[src/rtl/fetch_align_unit_pkg.sv]
// Shared definitions for the RV32IC fetch/align front end: FSM states,
// queue geometry, reset PC default and the compressed-instruction test.
package fetch_align_unit_pkg;

  typedef enum logic {
    ST_RUN,
    ST_DROP
  } state_t;

  localparam int unsigned QUEUE_DEPTH      = 4;
  localparam logic [31:0] DEFAULT_RESET_PC = 32'h0000_0000;

  function automatic logic is_compressed(input logic [15:0] hw);
    return hw[1:0] != 2'b11;
  endfunction

endpackage

[src/rtl/fetch_align_unit_if.sv]
// Fetch-unit bus bundle: instruction-memory request/response, PC redirect
// and the instruction handoff to the IF/ID register.
interface fetch_align_unit_if;

  logic        fetch_req;
  logic [31:0] fetch_addr;
  logic        fetch_gnt;
  logic        fetch_valid;
  logic [31:0] fetch_data;
  logic        redirect;
  logic [31:0] redirect_pc;
  logic        inst_valid;
  logic        inst_ready;
  logic [31:0] inst_data;
  logic [31:0] inst_pc;
  logic        inst_compressed;

  modport master (
    output fetch_req, fetch_addr, inst_valid, inst_data, inst_pc, inst_compressed,
    input  fetch_gnt, fetch_valid, fetch_data, redirect, redirect_pc, inst_ready
  );

  modport slave (
    input  fetch_req, fetch_addr, inst_valid, inst_data, inst_pc, inst_compressed,
    output fetch_gnt, fetch_valid, fetch_data, redirect, redirect_pc, inst_ready
  );

endinterface

[src/rtl/fetch_align_unit_halfword_queue.sv]
// Circular buffer of 16-bit instruction parcels; accepts 0/1/2 pushes and
// 0/1/2 pops per cycle. clear empties it and overrides every other request.
module halfword_queue
  import fetch_align_unit_pkg::*;
(
  input  logic        clk,
  input  logic        rst,
  input  logic        clear,
  input  logic        push1,
  input  logic        push2,
  input  logic        pop1,
  input  logic        pop2,
  input  logic [15:0] push_lo,
  input  logic [15:0] push_hi,
  output logic [15:0] head0,
  output logic [15:0] head1,
  output logic [2:0]  count
);

  localparam int unsigned PTR_W = $clog2(QUEUE_DEPTH);

  logic [15:0]      mem [QUEUE_DEPTH];
  logic [PTR_W-1:0] head;
  logic [PTR_W-1:0] tail;
  logic [2:0]       pushed;
  logic [2:0]       popped;

  always_comb begin
    pushed = 3'd0;
    popped = 3'd0;
    if (push2)     pushed = 3'd2;
    else if (push1) pushed = 3'd1;
    if (pop2)      popped = 3'd2;
    else if (pop1) popped = 3'd1;
  end

  always_ff @(posedge clk or negedge rst) begin
    if (!rst) begin
      head  <= '0;
      tail  <= '0;
      count <= '0;
    end else if (clear) begin
      head  <= '0;
      tail  <= '0;
      count <= '0;
    end else begin
      head  <= head + PTR_W'(popped);
      tail  <= tail + PTR_W'(pushed);
      count <= count + pushed - popped;
    end
  end

  // Storage needs no reset: entries are only visible through count.
  always_ff @(posedge clk) begin
    if (!clear) begin
      if (push1 || push2) mem[tail] <= push_lo;
      if (push2)          mem[tail + PTR_W'(1)] <= push_hi;
    end
  end

  assign head0 = mem[head];
  assign head1 = mem[head + PTR_W'(1)];

endmodule

[src/rtl/fetch_align_unit.sv]
// RV32IC fetch front end: word fetches into a halfword queue, extraction of
// 16/32-bit instructions (including word-straddling ones) and PC redirect.
module fetch_align_unit
  import fetch_align_unit_pkg::*;
#(
  parameter logic [31:0] RESET_PC = DEFAULT_RESET_PC
) (
  input logic               clk,
  input logic               rst,
  fetch_align_unit_if.master bus
);

  state_t      state_q;
  state_t      state_d;
  logic [31:0] fetch_addr_q;
  logic [31:0] head_pc_q;
  logic        outstanding_q;
  logic        skip_lo_q;

  logic        fetch_req;
  logic        accept;
  logic        resp;
  logic        push1;
  logic        push2;
  logic        pop1;
  logic        pop2;
  logic        head_comp;
  logic        inst_valid;
  logic [15:0] head0;
  logic [15:0] head1;
  logic [2:0]  count;
  logic [3:0]  occupancy;

  assign occupancy = {1'b0, count} + {2'b00, outstanding_q, 1'b0} + 4'd2;
  assign fetch_req = rst && (state_q == ST_RUN) && !bus.redirect
                     && (occupancy <= 4'(QUEUE_DEPTH));
  assign accept    = fetch_req && bus.fetch_gnt;

  assign resp  = bus.fetch_valid && (state_q == ST_RUN) && !bus.redirect;
  assign push2 = resp && !skip_lo_q;
  assign push1 = resp && skip_lo_q;

  assign head_comp  = is_compressed(head0);
  assign inst_valid = (count != 3'd0) && (head_comp || count >= 3'd2);
  assign pop1 = inst_valid && bus.inst_ready && !bus.redirect && head_comp;
  assign pop2 = inst_valid && bus.inst_ready && !bus.redirect && !head_comp;

  halfword_queue u_queue (
    .clk     (clk),
    .rst     (rst),
    .clear   (bus.redirect),
    .push1   (push1),
    .push2   (push2),
    .pop1    (pop1),
    .pop2    (pop2),
    .push_lo (skip_lo_q ? bus.fetch_data[31:16] : bus.fetch_data[15:0]),
    .push_hi (bus.fetch_data[31:16]),
    .head0   (head0),
    .head1   (head1),
    .count   (count)
  );

  always_ff @(posedge clk or negedge rst) begin
    if (!rst) state_q <= ST_RUN;
    else      state_q <= state_d;
  end

  // A response landing in the redirect cycle itself is already discarded,
  // so DROP is entered only when the stale response is still to come.
  always_comb begin
    state_d = state_q;
    case (state_q)
      ST_RUN: begin
        if (bus.redirect && outstanding_q && !bus.fetch_valid) state_d = ST_DROP;
      end
      ST_DROP: begin
        if (bus.redirect) state_d = (outstanding_q && !bus.fetch_valid) ? ST_DROP : ST_RUN;
        else if (bus.fetch_valid) state_d = ST_RUN;
      end
      default: state_d = ST_RUN;
    endcase
  end

  always_ff @(posedge clk or negedge rst) begin
    if (!rst) begin
      fetch_addr_q  <= RESET_PC & ~32'h3;
      head_pc_q     <= RESET_PC;
      outstanding_q <= 1'b0;
      skip_lo_q     <= RESET_PC[1];
    end else if (bus.redirect) begin
      fetch_addr_q  <= bus.redirect_pc & ~32'h3;
      head_pc_q     <= bus.redirect_pc & ~32'h1;
      outstanding_q <= outstanding_q && !bus.fetch_valid;
      skip_lo_q     <= bus.redirect_pc[1];
    end else begin
      if (accept) fetch_addr_q <= fetch_addr_q + 32'd4;
      if (pop1)      head_pc_q <= head_pc_q + 32'd2;
      else if (pop2) head_pc_q <= head_pc_q + 32'd4;
      if (accept)               outstanding_q <= 1'b1;
      else if (bus.fetch_valid) outstanding_q <= 1'b0;
      if (resp) skip_lo_q <= 1'b0;
    end
  end

  assign bus.fetch_req       = fetch_req;
  assign bus.fetch_addr      = fetch_addr_q;
  assign bus.inst_valid      = inst_valid;
  assign bus.inst_pc         = head_pc_q;
  assign bus.inst_compressed = inst_valid && head_comp;
  assign bus.inst_data       = !inst_valid ? '0 :
                               head_comp   ? {16'h0000, head0} : {head1, head0};

endmodule

[src/flat_wrapper.sv]
// flat-port wrapper written by rule: the top's interface ports become plain ports
module fetch_align_unit_flat import fetch_align_unit_pkg::*;
#(
  parameter logic [31:0] RESET_PC = DEFAULT_RESET_PC
)
  (clk, rst, bus_fetch_req, bus_fetch_addr, bus_inst_valid, bus_inst_data, bus_inst_pc, bus_inst_compressed, bus_fetch_gnt, bus_fetch_valid, bus_fetch_data, bus_redirect, bus_redirect_pc, bus_inst_ready);
  fetch_align_unit_if bus_i ();
  input logic clk;
  input logic rst;
  output wire logic [$bits(bus_i.fetch_req)-1:0] bus_fetch_req;
  output wire logic [$bits(bus_i.fetch_addr)-1:0] bus_fetch_addr;
  output wire logic [$bits(bus_i.inst_valid)-1:0] bus_inst_valid;
  output wire logic [$bits(bus_i.inst_data)-1:0] bus_inst_data;
  output wire logic [$bits(bus_i.inst_pc)-1:0] bus_inst_pc;
  output wire logic [$bits(bus_i.inst_compressed)-1:0] bus_inst_compressed;
  input wire logic [$bits(bus_i.fetch_gnt)-1:0] bus_fetch_gnt;
  input wire logic [$bits(bus_i.fetch_valid)-1:0] bus_fetch_valid;
  input wire logic [$bits(bus_i.fetch_data)-1:0] bus_fetch_data;
  input wire logic [$bits(bus_i.redirect)-1:0] bus_redirect;
  input wire logic [$bits(bus_i.redirect_pc)-1:0] bus_redirect_pc;
  input wire logic [$bits(bus_i.inst_ready)-1:0] bus_inst_ready;
  assign bus_fetch_req = bus_i.fetch_req;
  assign bus_fetch_addr = bus_i.fetch_addr;
  assign bus_inst_valid = bus_i.inst_valid;
  assign bus_inst_data = bus_i.inst_data;
  assign bus_inst_pc = bus_i.inst_pc;
  assign bus_inst_compressed = bus_i.inst_compressed;
  assign bus_i.fetch_gnt = bus_fetch_gnt;
  assign bus_i.fetch_valid = bus_fetch_valid;
  assign bus_i.fetch_data = bus_fetch_data;
  assign bus_i.redirect = bus_redirect;
  assign bus_i.redirect_pc = bus_redirect_pc;
  assign bus_i.inst_ready = bus_inst_ready;
  fetch_align_unit #(.RESET_PC(RESET_PC)) u_core (.clk(clk), .rst(rst), .bus(bus_i));
endmodule
[config.mk]
export PLATFORM = sky130hd
export DESIGN_NAME = fetch_align_unit_flat
export DESIGN_NICKNAME = d
export VERILOG_FILES = /design/src/rtl/fetch_align_unit_pkg.sv /design/src/rtl/fetch_align_unit_if.sv /design/src/rtl/fetch_align_unit_halfword_queue.sv /design/src/rtl/fetch_align_unit.sv /design/src/flat_wrapper.sv
export SDC_FILE = /design/constraint.sdc
export NUM_CORES = 1
export LEC_CHECK = 0
export ABC_AREA = 1
export BUFFER_PORTS_ARGS = -buffer_cell sky130_fd_sc_hd__buf_2
export CORE_ASPECT_RATIO = 0.9
export CORE_MARGIN = 5
export CORE_UTILIZATION = 30
export DETAILED_ROUTE_END_ITERATION = 10
export PLACE_DENSITY_LB_ADDON = 0.1
export SYNTH_ARGS = -nofsm -noshare
export SYNTH_HDL_FRONTEND = slang
export SYNTH_HIERARCHICAL = 1
export SYNTH_SLANG_ARGS = --single-unit
[constraint.sdc]
create_clock -name clk -period 3.4 [get_ports clk]
set_input_delay 0.51 -clock clk [delete_from_list [all_inputs] [get_ports clk]]
set_output_delay 0.51 -clock clk [all_outputs]
set_load 0.005 [all_outputs]
* Word-level counts from Yosys, hierarchy flattened
Memories as Yosys holds them, arrays and structs flattened.
Cells that the tools add are included.
** Word-level totals
- Bits in writable memories :: 64
- Bits of input ports :: 70
- Register bits after elaboration :: 74
- Memories kept :: 1
- Logic and storage cells :: 83
** Memory list
- u_core.u_queue.mem :: words 4, bits a word 16, rd ports 2, clocked after memory_dff 0, write ports 2, line fetch_align_unit_halfword_queue.sv:22 : logic [15:0] mem [QUEUE_DEPTH];
** Cells by class
- Muxes and demuxes :: 31
- Reductions and logical operators :: 28
- $add $sub $neg :: 11
- Magnitude comparators :: 2
- Equal/unequal tests :: 1
- Bitwise logic cells :: 1
** Operators with widths (number)
- 32-bit 2-to-1 mux :: 7
- 32-bit by 3-bit adder with 32-bit output, second input constant :: 2
- 32-bit by 2-bit adder with 32-bit output, second input constant :: 1
- 1-bit logical AND :: 17
- 1-bit 2-to-1 mux :: 17
- 16-bit 2-to-1 mux :: 1
- 3-bit nonzero test :: 3
- 2-bit 2-to-1 mux :: 3
- 3-bit 2-to-1 mux :: 2
- 2-bit by 1-bit adder with 2-bit output, second input constant :: 2
- 2-bit adder :: 2
- 3-bit by 2-bit adder with 4-bit output :: 1
- 4-bit by 2-bit adder with 4-bit output, second input constant :: 1
- 4-bit by 3-bit <= comparator with 1-bit output, second input constant :: 1
- 1-bit logical NOT :: 4
- 2-bit nonzero test :: 2
- 3-bit adder :: 1
- 3-bit by 2-bit >= comparator with 1-bit output, second input constant :: 1
- 3-bit subtractor :: 1
- 1-bit logical OR :: 2
- 2-bit != test, second input constant :: 1
- 1-bit case mux with 2 select lines :: 1
- 1-bit NOT :: 1

* Depth between registers and ports, before layout
An unclocked memory read counts as a cell.
- Depth in word-level cells :: 11
- Mapped depth :: 22
- Depth with buffers taken out :: 20

* Modules after synthesis
Netlist, hierarchy kept.
** By module, submodules not included
- fetch_align_unit :: instances 1, area each 5625.4 um^2, cells an instance 923
- halfword_queue :: instances 1, area each 4262.8 um^2, cells an instance 542

* Worst setup path after synthesis
No wires, ideal clock.
- Path kind :: input port to flip-flop
- From :: input port bus_redirect
- To :: memory u_core.u_queue.mem[0][0], enable pin
- Setup time :: 411 ps
- Arrival :: 2697 ps
- Setup slack :: 292 ps
- Path buffers :: 2
- Stages :: 7
- Required time :: 2989 ps
- Cells stage by stage :: inv_2 -> clkbuf_1 -> buf_2 -> nand2_1 -> nor3_1 -> o21ai_0 -> o21ai_0
** RTL lines
- start: declaration :: line flat_wrapper.sv:19 : input wire logic [$bits(bus_i.redirect)-1:0] bus_redirect;
- end: declaration :: line fetch_align_unit_halfword_queue.sv:22

* Final worst setup path
- From :: register u_core.u_queue.head[0]
- To :: output port bus_inst_data[25]
** On the way
- Elaborated cells on any way between the ends :: 7
- Those cells by class :: add/sub: 1; eq/ne: 1; mux: 2; reduce/logical: 2; memory: 1
** RTL lines
- start: declaration :: line fetch_align_unit_halfword_queue.sv:23 : logic [PTR_W-1:0] head;
- start signal: assignment :: line fetch_align_unit_halfword_queue.sv:47 : head <= head + PTR_W'(popped);
- 2-bit by 1-bit adder with 2-bit output :: line fetch_align_unit_halfword_queue.sv:62 : assign head1 = mem[head + PTR_W'(1)];
- memory read 4 x 16 bit
- via u_core.head1[9] :: line fetch_align_unit.sv:30 : logic [15:0] head1;
- 32-bit 2-to-1 mux :: line fetch_align_unit.sv:111 : head_comp ? {16'h0000, head0} : {head1, head0};
- 32-bit 2-to-1 mux :: line fetch_align_unit.sv:110 : assign bus.inst_data = !inst_valid ? '0 :
- end: declaration :: line flat_wrapper.sv:13 : output wire logic [$bits(bus_i.inst_data)-1:0] bus_inst_data;
The timed path passes the listed nets, and every way through them passes these cells.

==> key figures <==
Run status
  • Status: finished, final reports clean

STA
  • RSZ-0062 raised after global routing: false
  • Slew HR: 40.3%
  • Period utilization: 90.1%
  • Slew Limit Fails: 0
  • Setup TNS: 0 ns
  • Worst Skew: 0.0130 ns
  • Final setup viols: 0
  • Fin crit period: 3.06 ns
  • Worst Tran Pin Value: 0.896 ns
  • Fmax: 326 MHz
  • Fin. Hold Viols: 0
  • Worst hold slack: 0.283 ns
  • Setup ws final: 0.337 ns

Global route
  • GRT Total Usage: 18.9%
  • Initial antenna violation count: 2
  • First-pass GRT wire length: 54.8 mm
  • GRT overflow: 0
  • Maximum number of pins on one net before global-route repair: 107
  • Number of global-route vias before repair: 9,127

Clock tree
  • CTS tree: done
  • Total CTS buffers: 17
  • H-Tree Depth: 4
  • Clock Sinks: 135
  • Clock insertion delay at the later pin of the skew report: 0.43 ns
  • Clk root buf: clkbuf_16
  • Clock buffer depth: 2
  • Post-CTS setup buffers: 0
  • CTS clk-pin slew, worst paths: 0.06 ns

Final layout
  • Most common cell after layout, fill and taps aside: nand2_1
  • Proportion of layout cells with a drive suffix above 1: 17.1%
  • Post-layout util: 35.5%
  • Most frequent cells in the layout: nand2_1, inv_1, buf_2
  • Fin nets: 1,686
  • Final cell count without fillers: 2,042
  • Area growth syn-to-layout: 17.5%

Critical path
  • CP Capture Type: output port
  • Most used cell along the critical path: nand2_1
  • Worst path required time: 2.89 ns
  • Buf+Inv Stages, Crit Path: 2
  • Worst path max stage delay: 0.73 ns
  • Crit path max-delay family: buffers and inverters
  • CP max FO: 106
  • WP data arrival: 2.55 ns
  • Crit path kind: flop to output port
  • Slowest cell on the critical path: buf_4
  • Startpoint types: flop
  • Critical path cell sequence: buf_4, nand2_1, o21ai_0, nand2_1, nand2_1, nand2_1, nor2_1, buf_2

Power and ir drop
  • Static leakage: 5.48 nW
  • P per Cell Area: 589 nW/µm²
  • Peak supply drop: 0.000275 V

Placed design
  • Placed cells: 2,007
  • # port buffers: 164
  • Post-Place Worst Slack: 0.249 ns
  • Placer Congestion: 0.855
  • Dpl hpwl: 26.5 mm

Synth
  • Gate Count Post-Synth: 1,465
  • Sequential share of the synthesized area: 37.4%
  • Post-synthesis cell type count: 45
  • Synth Register Bits: 135
  • Mean Syn Cell Area: 6.75 µm²
  • EDFF count, synth: 64
  • Synth Warn #: 6
  • Ys async rst share: 52.6%
  • Primary FF master, synth: dfrtp_1
  • Post-synth design cell area: 9890 µm²

Die
  • Core area: 32,700 µm²
  • Die ar.: 36,700 µm²
  • Starting density of the core: 30.2%
  • # IOs: 169
  • Die Ht: 182 µm
  • Die X: 201 µm
  • Rows: 63

Drt
  • Drt pass-1 iters: 6
  • Routed WL: 34.9 mm
  • Via density: 4.76
  • Residual DRC count: 0
  • Routed len/inst: 17.1 µm
  • Initial drt markers: 742
  • Via count: 9,726
  • Detail Route Antenna Nets: 0

Hold path
  • Worst min-delay path class: input pin to flop

Job
  • Max-cap violations: 0
==> power breakdown <==
group / switching (W) / internal [W] / total (W)
Combinational: 0.00169 / 0.000909 / 0.00260
Sequential: 0.000455 / 0.00198 / 0.00243
Clock: 0.000797 / 0.00102 / 0.00182
==> synthesized netlist by cell type, types with 8 or more instances <==
cell / number / area share, %
a21oi_1: 69 / 3.5
nor3_1: 8 / 0.40
o211ai_1: 28 / 2.1
nor2_1: 131 / 5.0
nand2_1: 481 / 18
nand4_1: 12 / 0.76
ha_1: 9 / 1.1
inv_1: 165 / 6.3
dfrtp_1: 71 / 18
xor2_1: 20 / 1.8
nor2_2: 16 / 1.0
clkbuf_1: 20 / 0.76
nand2_2: 18 / 1.1
buf_2: 27 / 1.4
o21ai_0: 140 / 7.1
edfxtp_1: 64 / 19
nand3_1: 109 / 5.5
nor2_4: 8 / 0.91
==> registers in the layout (all words and copies together) (netlist names) <==
| register | count |
|---|---|
| u_core/u_queue/head | 2 |
| u_core/bus.fetch_addr | 30 |
| u_core/bus.inst_pc | 31 |
| u_core/state_q | 1 |
| u_core/outstanding_q | 1 |
| u_core/u_queue/mem | 64 |
| u_core/u_queue/tail | 2 |
| u_core/skip_lo_q | 1 |
| u_core/u_queue/count | 3 |
==> final cells by class <==
class	count	area [µm²]
inverters	173	649
clock inverters	15	145
repair buffers	184	976
flip-flops and latches	135	3700
fillers	3547	21100
well taps	422	528
multi-input cells	1094	5190
diodes	2	5.00
clock buffers	17	425
==> per-stage QoR <==
| step | power (W) | cell area (µm²) |
|---|---|---|
| 2_1_floorplan | 0.00402 | 9900 |
| 3_3_place_gp | 0.00504 | 11000 |
| 3_5_place_dp | 0.00507 | 11000 |
| 4_1_cts | 0.00692 | 11600 |
| 5_1_grt | 0.00741 | 11600 |
| 6_report | 0.00685 | 11600 |
==> worst paths after layout <==
path	startpoint	to	slack, ns	depth (start not counted)
setup / recovery	u_core/u_queue/head[0]	bus_inst_data[25]	0.34	8
hold / removal	bus_fetch_valid	u_core/state_q	0.28	2
setup reg to reg	u_core/u_queue/head[0]	u_core/u_queue/count[2]	0.44	18
hold reg to reg	u_core/bus.fetch_addr[31]	u_core/bus.fetch_addr[31]	0.56	2
max in group asynchronous	rst	u_core/bus.inst_pc[28]	1.87	3
min in group asynchronous	rst	u_core/outstanding_q	0.44	2
==> routing by layer <==
metal | vias up | track usage [%] | routed length [µm]
li1 | 5009 | - | -
met1 | 4452 | 30.9 | 19100
met2 | 240 | 25.7 | 13700
met3 | 25 | 3.04 | 1740
met4 | 0 | 4.02 | 419
met5 | - | 0 | 0
==> timing repair <==
| action | in CTS | in global routing |
|---|---|---|
| hold endpoints to repair | 7 | 0 |
| endpoints found under the setup margin | 0 | 1 |
| resized for setup | 0 | 1 |
| hold buffers | 1 | 0 |
==> kinds of logic after synthesis <==
family | count (synthesis) | synth area share (%)
adders and majority gates | 11 | 1.54
AOI/OAI and AO/OA | 259 | 14.3
xor gates and xnor gates | 24 | 2.13
buffers and inverters | 238 | 10.2
DFF | 135 | 37.4
and+or+nand+nor | 797 | 34.4
other | 1 | 0.0379
==> worst register-to-register path: cells and delay by family, from the launching register on <==
| family | cells | cell delay (ns) |
|---|---|---|
| compound gates | 1 | 0.09 |
| fa+ha+maj | 3 | 0.77 |
| buf+inv | 3 | 0.19 |
| flops | 1 | 0.55 |
| simple gates | 11 | 1.26 |
(Power assumes the default switching activity.)
